**src/rtl/dmem_port_arbiter.sv**
```systemverilog
// dmem_port_arbiter
// Shares one single-port data RAM between the processor data port (port 0,
// priority) and the debug/DMA loader (port 1). One access is granted per
// cycle. The granted port's address, write data and write enable are muxed
// onto the RAM. The 1-cycle read-data valid is routed back to the port that
// issued the read. Port 1 is force-granted after MAX_WAIT cycles of waiting,
// and it may hold the grant for up to BURST_MAX cycles with p1_lock_i.
//
// Optional build macro: DMEM_ARB_RR_EN. When it is defined, round-robin
// replaces fixed port-0 priority for contention that is not decided by the
// lock or starvation rules.
//
// Ports:
//   clk_i, rst_i                      clock (rising), async active-high reset
//   p0_req_i/we_i/addr_i/wdata_i      port 0 request bundle
//   p0_gnt_o (comb), p0_rvalid_o, p0_rdata_o
//   p1_req_i/we_i/lock_i/addr_i/wdata_i  port 1 request bundle
//   p1_gnt_o (comb), p1_rvalid_o, p1_rdata_o
//   mem_addr_o, mem_wdata_o, mem_wr_o, mem_rdata_i  RAM side
module dmem_port_arbiter #(
    parameter int unsigned AW        = 16,
    parameter int unsigned DW        = 16,
    parameter int unsigned MAX_WAIT  = 4,
    parameter int unsigned BURST_MAX = 8
) (
    input  logic          clk_i,
    input  logic          rst_i,
    input  logic          p0_req_i,
    input  logic          p0_we_i,
    input  logic [AW-1:0] p0_addr_i,
    input  logic [DW-1:0] p0_wdata_i,
    output logic          p0_gnt_o,
    output logic          p0_rvalid_o,
    output logic [DW-1:0] p0_rdata_o,
    input  logic          p1_req_i,
    input  logic          p1_we_i,
    input  logic          p1_lock_i,
    input  logic [AW-1:0] p1_addr_i,
    input  logic [DW-1:0] p1_wdata_i,
    output logic          p1_gnt_o,
    output logic          p1_rvalid_o,
    output logic [DW-1:0] p1_rdata_o,
    output logic [AW-1:0] mem_addr_o,
    output logic [DW-1:0] mem_wdata_o,
    output logic          mem_wr_o,
    input  logic [DW-1:0] mem_rdata_i
);

    localparam int unsigned WAIT_W  = $clog2(MAX_WAIT + 1);
    localparam int unsigned BURST_W = $clog2(BURST_MAX + 1);

    logic               lock_q, lock_d;
    logic [BURST_W-1:0] burst_cnt_q, burst_cnt_d;
    logic [WAIT_W-1:0]  wait_cnt_q, wait_cnt_d;
    logic               rv0_q, rv0_d;
    logic               rv1_q, rv1_d;
`ifdef DMEM_ARB_RR_EN
    logic               last_gnt_q, last_gnt_d;
`endif

    logic gnt0_c, gnt1_c;
    logic lock_hold_c, starve_c;

    // Grant decision: lock hold, then starvation, then p0/p1 arbitration.
    always_comb begin
        gnt0_c      = 1'b0;
        gnt1_c      = 1'b0;
        lock_hold_c = lock_q & p1_req_i & (burst_cnt_q < BURST_W'(BURST_MAX));
        starve_c    = p1_req_i & (wait_cnt_q == WAIT_W'(MAX_WAIT));
        if (rst_i) begin
            gnt0_c = 1'b0;
            gnt1_c = 1'b0;
        end else if (lock_hold_c || starve_c) begin
            gnt1_c = 1'b1;
`ifdef DMEM_ARB_RR_EN
        end else if (p0_req_i && p1_req_i) begin
            // The port that was not granted last wins the contention.
            gnt0_c = last_gnt_q;
            gnt1_c = ~last_gnt_q;
`endif
        end else if (p0_req_i) begin
            gnt0_c = 1'b1;
        end else if (p1_req_i) begin
            gnt1_c = 1'b1;
        end
    end

    // Next-state for the wait/lock/burst counters and read-valid pipeline.
    always_comb begin
        wait_cnt_d  = '0;
        lock_d      = 1'b0;
        burst_cnt_d = '0;
        rv0_d       = gnt0_c & ~p0_we_i;
        rv1_d       = gnt1_c & ~p1_we_i;
        if (p1_req_i && !gnt1_c) begin
            wait_cnt_d = (wait_cnt_q == WAIT_W'(MAX_WAIT)) ? wait_cnt_q
                                                            : wait_cnt_q + WAIT_W'(1);
        end
        // Any cycle without a locked p1 grant ends the lock.
        if (gnt1_c && p1_lock_i) begin
            lock_d      = 1'b1;
            burst_cnt_d = (burst_cnt_q == BURST_W'(BURST_MAX)) ? burst_cnt_q
                                                                : burst_cnt_q + BURST_W'(1);
        end
    end

`ifdef DMEM_ARB_RR_EN
    // Remember the last granted port for round-robin.
    always_comb begin
        last_gnt_d = last_gnt_q;
        if (gnt0_c) begin
            last_gnt_d = 1'b0;
        end else if (gnt1_c) begin
            last_gnt_d = 1'b1;
        end
    end
`endif

    // State registers.
    always_ff @(posedge clk_i or posedge rst_i) begin
        if (rst_i) begin
            lock_q      <= 1'b0;
            burst_cnt_q <= '0;
            wait_cnt_q  <= '0;
            rv0_q       <= 1'b0;
            rv1_q       <= 1'b0;
        end else begin
            lock_q      <= lock_d;
            burst_cnt_q <= burst_cnt_d;
            wait_cnt_q  <= wait_cnt_d;
            rv0_q       <= rv0_d;
            rv1_q       <= rv1_d;
        end
    end

`ifdef DMEM_ARB_RR_EN
    // Reset to port 1 so that port 0 wins the first contention.
    always_ff @(posedge clk_i or posedge rst_i) begin
        if (rst_i) begin
            last_gnt_q <= 1'b1;
        end else begin
            last_gnt_q <= last_gnt_d;
        end
    end
`endif

    // RAM-side mux; the bus is driven to zero when no port is granted.
    always_comb begin
        mem_addr_o  = '0;
        mem_wdata_o = '0;
        mem_wr_o    = 1'b0;
        if (gnt0_c) begin
            mem_addr_o  = p0_addr_i;
            mem_wdata_o = p0_wdata_i;
            mem_wr_o    = p0_we_i;
        end else if (gnt1_c) begin
            mem_addr_o  = p1_addr_i;
            mem_wdata_o = p1_wdata_i;
            mem_wr_o    = p1_we_i;
        end
    end

    assign p0_gnt_o    = gnt0_c;
    assign p1_gnt_o    = gnt1_c;
    assign p0_rvalid_o = rv0_q;
    assign p1_rvalid_o = rv1_q;
    assign p0_rdata_o  = mem_rdata_i;
    assign p1_rdata_o  = mem_rdata_i;

endmodule
```
**config.mk**
```make
export PLATFORM = sky130hd
export DESIGN_NAME = dmem_port_arbiter
export DESIGN_NICKNAME = d
export VERILOG_FILES = /design/src/rtl/dmem_port_arbiter.sv
export SDC_FILE = /design/constraint.sdc
export NUM_CORES = 1
export LEC_CHECK = 0
export CAP_MARGIN = 20
export CORE_MARGIN = 2
export CORE_UTILIZATION = 45
export CTS_CLUSTER_SIZE = 28
export DETAILED_ROUTE_END_ITERATION = 10
export DONT_BUFFER_PORTS = 1
export PLACE_DENSITY = 0.63
export SLEW_MARGIN = 20
export SYNTH_ARGS = -nofsm -noshare
export SYNTH_HDL_FRONTEND = slang
export SYNTH_SLANG_ARGS = --single-unit
```
**constraint.sdc**
```tcl
create_clock -name clk_i -period 1.7 [get_ports clk_i]
set_input_delay 0.34 -clock clk_i [delete_from_list [all_inputs] [get_ports clk_i]]
set_output_delay 0.34 -clock clk_i [all_outputs]
set_load 0.02 [all_outputs]
```
==> run metrics <==
via count=2,198; Synth area leader=a32oi_1; CP max-delay cell=dfrtp_1; Min-Delay Path Class=in2async; Final TNS setup=-3856 ps; crit start category=flop; via/cell ratio=7.068; post-synthesis sequential area ratio=11.98%; Buffers & Inverters on Critical Path=2; vias in the first global route=2,093; min Tclk post-route=1854 ps; Final period util=109.0%; Synth Register Bits=10; Ports=156; status=complete, but fails checks; Avg WL per Cell=20.29 um; Layout area overhead=10.31%; initial antenna violation count=0; Setup crit end kind=output pin; synth warn=0; Core ar.=0.004414 mm2; Synth area leaders=a32oi_1 14%, buf_4 14%, dfrtp_1 12%; Worst EP required=1360 ps; grt total ovfl=0; full die area=0.005201 mm2; Finished Layout Cells=311; antenna viol nets, final=0; largest delay contributor family on the critical path=flip-flops; Root Buffer=clkbuf_8; # DRC=0; Worst Path Max Fanout=14; Pleak=0.9981 nW; global-route wire length before repair=10,030 um; Yosys top cell area share=14.26%; Crit Path Class=reg2out; fill count=427; share of layout cells above drive strength 1=30.89%; Synth cell types=25; clock slew at reported path FFs=50 ps; Fin. Hold Viols=0; crit path cell chain=inv_2 > ha_4 > and2_4 > buf_8 > o211ai_1 > nand3_2; Max clock buf depth=2; CP max stage delay=360 ps; CP arrival=1510 ps; Initial DRC Count=152; unrepaired setup endpoints after global routing=true; CTS Buf Count=3; placed cells=305; post-route worst setup slack=-153.7 ps; worst rel slew slack=77.12%; syn_nets=383; post-DP HPWL=4415 um; DIE WIDTH=72.12 um; highest-count cells in the layout ignoring fill and taps=34 x and2_1, 34 x a32oi_1, 33 x o211ai_1, 33 x nand4_1, 33 x nand3_2; Rows=24; drt pass-1 iters=4; final setup fails=34; htree depth=1; # clock sinks=10; all-layer global routing usage=23.30%; Post-Syn Instances=292; Nets=352; Cell Area, Synth=0.002088 mm2; die height=72.12 um; highest clock rate=0.5394 GHz; Least-Margin Pin Slew=342.6 ps; pwr/cell area=438.3 mW/mm2; WL final=6310 um; Mapped Avg Cell Area=7.152 um2; failing checks=negative setup slack; worst skew pair latency=230 ps; I/O Buffers=0; Initial Utilization=47.31%; CTS tree=built; Worst VDD drop=542.1 uV; ant diodes=0; max-slew violations=0; Fin Clk Skew=2.761 ps; # Max-Cap Violations=0; largest net degree at the start of global routing=41; Routability Congestion=0.7517
-- cell families after synthesis --
kind of cell               synth area share, %
muxes                                   0.4793
buffers and inverters                    21.27
adders and majority gates                2.397
DFF                                      11.98
xor gates and xnor gates                 1.678
AOI/OAI and AO/OA                        27.98
and+or+nand+nor                          34.21
-- worst paths after layout --
kind                       depth (start not counted)  slack (ps)        endpoint           start
max in group asynchronous                          2        1040   wait_cnt_q[0]           rst_i
max reg2reg                                        7         130  burst_cnt_q[2]   wait_cnt_q[0]
min reg2reg                                        3         580  burst_cnt_q[2]  burst_cnt_q[2]
min in group clk_i                                 1         180     p0_rvalid_o         p0_we_i
min                                                2          60  burst_cnt_q[1]           rst_i
max                                                6        -150  mem_addr_o[12]   wait_cnt_q[0]
-- report_power, final --
group	internal, mW	switching (mW)	total (mW)
sequential	0.250	0.0103	0.260
combinational	0.197	0.317	0.514
clock	0.154	0.0814	0.235
total	0.601	0.409	1.01
-- synthesized netlist by cell type --
library cell and number:
a21oi_1 1, nor2_1 10, nor3_1 4, nand4_1 33, mux2i_1 1, xnor2_1 2, nor2b_2 1, nand3_1 34
a21boi_0 1, and2_1 35, o211ai_1 33, nor2b_1 2, nand2_1 7, a32oi_1 34, nand2b_1 1, dfrtp_1 10
o311ai_4 1, inv_2 1, ha_1 4, buf_2 16, inv_1 6, buf_4 38, xor2_1 2, nand3b_1 1
clkbuf_1 14
-- metal layers --
metal  vias to the layer above  GRT usage, %  routed length, um
li1                       1025             -                  -
met1                      1057         30.01               2523
met2                       110         42.10               3177
met3                         6         4.444                586
met4                         0         1.468                 23
met5                         -             0                  0
-- through the flow --
step           power, mW  hold slack, ps  setup slack, ps  util [%]  instance area [um2]
2_1_floorplan     0.7519           196.2           -19.87         -                 2238
3_3_place_gp      0.7306           142.1           -3.259     48.84                 2156
3_5_place_dp      0.7369           147.8           -38.16     48.84                 2156
4_1_cts            1.014           42.10           -138.2     51.98                 2295
5_1_grt            1.074           50.81           -223.3     52.18                 2303
6_report           1.010           58.16           -153.7     52.18                 2303
-- registers in the layout, summed over array words and instances, names as in the netlist --
signal       flops
burst_cnt_q      4
lock_q           1
p0_rvalid_o      1
p1_rvalid_o      1
wait_cnt_q       3
-- repair_timing --
action,CTS,global route
hold buffers,1,0
pin swaps,25,29
buffers inserted,2,0
endpoints found under the hold margin,3,0
gates resized for setup,19,2
setup endpoints to repair,35,35
-- layout make-up --
class	count	area [um2]	share of cell area, %
well taps	52	65.06	2.825
multi-input cells	207	1604	69.64
inverters	7	26.28	1.141
flip-flops and latches	10	250.2	10.86
repair buffers	32	316.6	13.74
clock buffers	3	41.29	1.793
-- worst reg2reg max path, stage by stage, from the launching register on --
cell      delay [ps]
dfrtp_1          360
inv_2             60
ha_4             160
and2_4           160
buf_6            130
buf_4            140
o311ai_4         350
nor2_1            90
No activity file was read; power rests on OpenSTA's default activity.
==> patch 1 (same settings) <==
Build with the macro `DMEM_ARB_RR_EN` defined.
--- a/src/rtl/dmem_port_arbiter.sv
+++ b/src/rtl/dmem_port_arbiter.sv
@@ -17,6 +17,8 @@
 //   p1_req_i/we_i/lock_i/addr_i/wdata_i  port 1 request bundle
 //   p1_gnt_o (comb), p1_rvalid_o, p1_rdata_o
 //   mem_addr_o, mem_wdata_o, mem_wr_o, mem_rdata_i  RAM side
+`define DMEM_ARB_RR_EN
+
 module dmem_port_arbiter #(
     parameter int unsigned AW        = 16,
     parameter int unsigned DW        = 16,
Function: changed (a bounded check fails within 4 cycles, from zero or initial values and one cycle with rst_i high).
==> patch 1 against the original RTL <==
  * Synthesized area decreased by 30%
  * First-iteration DRC count is 68% lower
  * Power decreased by 3.0%
  * Cell area is 21% lower
  * Clock skew is 0.0023 ns lower
  * Sequential cell count up 1
  * Highest routed layer unchanged
  * Routed wire length down 36%
  * Worst setup slack got worse by 0.35 ns
  * The flow still finishes with violations (negative setup slack)
  * Largest power group unchanged
==> patch 1: results <==
[worst_setup_path]
reg2reg_depth = 6
crit_end = "mem_wdata_o[4]"
max_stage_delay_ns = 0.38
r2r_end = "p0_rvalid_o"
path_max_fanout = 8
worstPathArrival_ns = 1.87

[pwr]
p_comb_frac = 0.527
vdd_ir_drop_max_mv = 0.3850
power.leakage_nw = 0.7459
switchingPower_w = 0.0003722
switching_share = 0.3802

[clock_tree]
cts_setup_buffers = 0
clk_pin_slew_worst_paths_ns = 0.07
clk_latency_ns = 0.26
clock_tree.root_cell = "clkbuf_4"
cts_resized = 1

[run_status]
violations = "negative setup slack"
status = "complete, but fails checks"

[layout]
final_cells = 226
n_fill_cell = 285
drive_above_1_share = 0.3571

[yosys]
synthXorXnorAreaFrac = 0.02403
synth.distinct_cells = 23
synthesis.nets = 288
synthAdderAreaFrac = 0.03433
synthTopCellsByCount = "69 x nand2_1, 35 x mux2i_1, 32 x buf_4"
seq_area_frac_synth = 0.1897
synth-compound-area-share = 0.02747
muxShareOfSynthArea = 0.2403

[detailed_routing]
met1_length_mm = 1.286
first_iter_violations = 48
wl_mm = 4.009
wl_met3_um = 388
wl_met2_mm = 2.169

[global_route]
met2_usage = 0.3948
grt_use_met1 = 0.1947
grt_pass1_vias = 1213

[sta]
fin_ws_ns = -0.5066
relSlewSlack = 0.7990
setup_violations = 35
clock_skew_ns = 0.0004992

[place]
dp_cells = 220
## patch 1: layout make-up
class / instances / share of cell area
Clock buffer: 4 / 0.01437
Inverter: 6 / 0.01232
Timing Repair Buffer: 26 / 0.1492
Tap cell: 44 / 0.03012
Sequential cell: 11 / 0.1513
Multi-Input combinational cell: 135 / 0.6427
## patch 1: worst reg2reg max path: cells and delay by family (launching register included)
family	cells	cell delay [ns]
compound gates	1	0.31
flops	1	0.38
fa+ha+maj	1	0.15
simple gates	2	0.30
buf+inv	2	0.36
## patch 1: per-stage QoR
step	hold slack [ns]	util	worst slack (ns)	instance area (µm²)	TNS, ns
after floorplan	0.4032	-	-0.2572	1803	-8.323
after global placement	0.2893	0.5691	-0.1856	1752	-4.818
after detailed placement	0.2926	0.5691	-0.2635	1752	-5.949
after CTS	0.01981	0.5939	-0.5274	1828	-16.07
after global routing	0.03747	0.5939	-0.5842	1828	-17.95
final	0.02615	0.5939	-0.5066	1828	-15.38
==> patch 2 (same settings) <==
Without the edit above. `AW`: 16 -> 14.
--- a/src/rtl/dmem_port_arbiter.sv
+++ b/src/rtl/dmem_port_arbiter.sv
@@ -18,7 +18,7 @@
 //   p1_gnt_o (comb), p1_rvalid_o, p1_rdata_o
 //   mem_addr_o, mem_wdata_o, mem_wr_o, mem_rdata_i  RAM side
 module dmem_port_arbiter #(
-    parameter int unsigned AW        = 16,
+    parameter int unsigned AW        = 14,
     parameter int unsigned DW        = 16,
     parameter int unsigned MAX_WAIT  = 4,
     parameter int unsigned BURST_MAX = 8
Interface: changed (resized mem_addr_o, p0_addr_i and p1_addr_i); port bits go from 156 to 150. The function was not compared with the original's and may differ.
==> patch 2 against the original RTL <==
  * The flow still finishes with violations (negative setup slack)
  * Routed wire length down 4.9%
  * Sequential share of layout area up 0.35 points
  * Synthesized area down 2.2%
  * Sequential cell count unchanged
  * Count of clock-buffer cells in the layout up 1
  * Cell area down 3.1%
  * Largest power group unchanged
  * Register-to-register slack better by 0.13 ns
  * Worst setup slack better by 0.012 ns
  * Power up 3.5%
==> patch 2: results <==
[sta]
tns_ns = -3.622
worstMarginPinSlew_ns = 0.3240
clock_skew_ns = 0.0007411
setup_violations = 32
hold_slack_ns = 0.1755
fin_ws_ns = -0.1422

[place]
dp_cells = 296
dp_hpwl_mm = 4.179
gp_congestion = 0.7579
dp_slack_ns = -0.05547

[yosys]
synthTopCellsByCount = "36 x buf_4, 33 x and2_1, 32 x a32oi_1, 32 x nand3_1"
synth-compound-area-share = 0.2702
synthesis.nets = 367
synth_area_leaders = "a32oi_1 14%, buf_4 13%, dfrtp_1 12%, o211ai_1 11%, and2_1 10%"
synth_cells = 280
synthXorXnorAreaFrac = 0.01716
seq_area_frac_synth = 0.1225
synth.distinct_cells = 26
synthAdderAreaFrac = 0.02451
muxShareOfSynthArea = 0.004902

[layout]
drive_above_1_share = 0.3214
final_cells = 304
nNetsFinal = 340

[worst_setup_path]
r2r_slack_ns = 0.26
path_max_fanout = 17
reg2reg_depth = 6

[run_status]
status = "complete, but fails checks"
violations = "negative setup slack"

[global_route]
grt_max_degree = 36
groute.usage.overall = 0.2302
grt_pass1_wl_mm = 9.860

[detailed_routing]
drt-wirelength-per-cell_um = 19.75
drt_pre_antenna_iters = 5
first_iter_violations = 126
vias_per_cell = 6.849

[pwr]
vdd_ir_drop_max_mv = 0.6053
power.leakage_nw = 0.9806

[worst_hold_path]
holdCritPathClass = "input port to flop"
==> patch 2: changes by cell type in the layout (fill, tap and decap cells not counted), sizes merged, moves of 2 or more <==
cell and delta:
and2 -2, o211ai -2, a32oi -2, nand3 -2
buf +2, nand4 -2
==> patch 2: kinds of logic after synthesis <==
logic type,count (synthesis)
XOR/XNOR,4
AND/OR/NAND/NOR,122
flip-flops,10
multiplexers,1
adder cells (fa/ha/maj),4
buffers and inverters,73
AO/OA/AOI/OAI,66
==> patch 2: layout make-up <==
class / instances / area share
Sequential cell: 10 / 0.1121
Multi-Input combinational cell: 197 / 0.6867
Clock buffer: 4 / 0.02466
Timing Repair Buffer: 34 / 0.1357
Tap cell: 52 / 0.02915
Inverter: 7 / 0.01177
==> patch 2: per-layer routing <==
metal  track usage  wire [µm]  share of wire
met1        0.2918       2361           0.39
met2        0.4033       3060           0.51
met3       0.05767        558          0.093
met4       0.03354         22         0.0037
met5             0          0              0
==> patch 2: worst paths after layout <==
kind	startpoint	end
max in group asynchronous	rst_i	wait_cnt_q[1]
max	wait_cnt_q[0]	mem_wdata_o[3]
min reg2reg	burst_cnt_q[2]	burst_cnt_q[2]
max reg2reg	wait_cnt_q[0]	burst_cnt_q[1]
min	p1_we_i	p1_rvalid_o
min in group asynchronous	rst_i	p0_rvalid_o
==> patch 2: timing repair <==
action	4_1_cts	5_1_grt
hold buffers	1	0
endpoints found under the hold margin	2	0
setup buffers	2	1
pin swaps	33	19
gates resized for setup	18	4
setup endpoints to repair	33	33
==> patch 2: worst max-delay path: cells and delay by family, from the launching register on <==
family | cells | cell delay [ns]
flops | 1 | 0.35
simple gates | 2 | 0.34
buf+inv | 2 | 0.21
compound gates | 1 | 0.20
fa+ha+maj | 1 | 0.16
==> patch 2: stage by stage <==
stage            util   power, W  cell area (µm²)
2_1_floorplan       -  0.0007390             2182
3_3_place_gp   0.4753  0.0007087             2069
3_5_place_dp   0.4753  0.0007117             2069
4_1_cts        0.5092   0.001041             2217
5_1_grt        0.5126   0.001110             2232
6_report       0.5126   0.001045             2232
==> patch 2: where the power goes <==
group	switching (W)	internal, W	total, W
Clock	0.0000900	0.000203	0.000293
Combinational	0.000300	0.000192	0.000492
Sequential	0.0000103	0.000250	0.000260
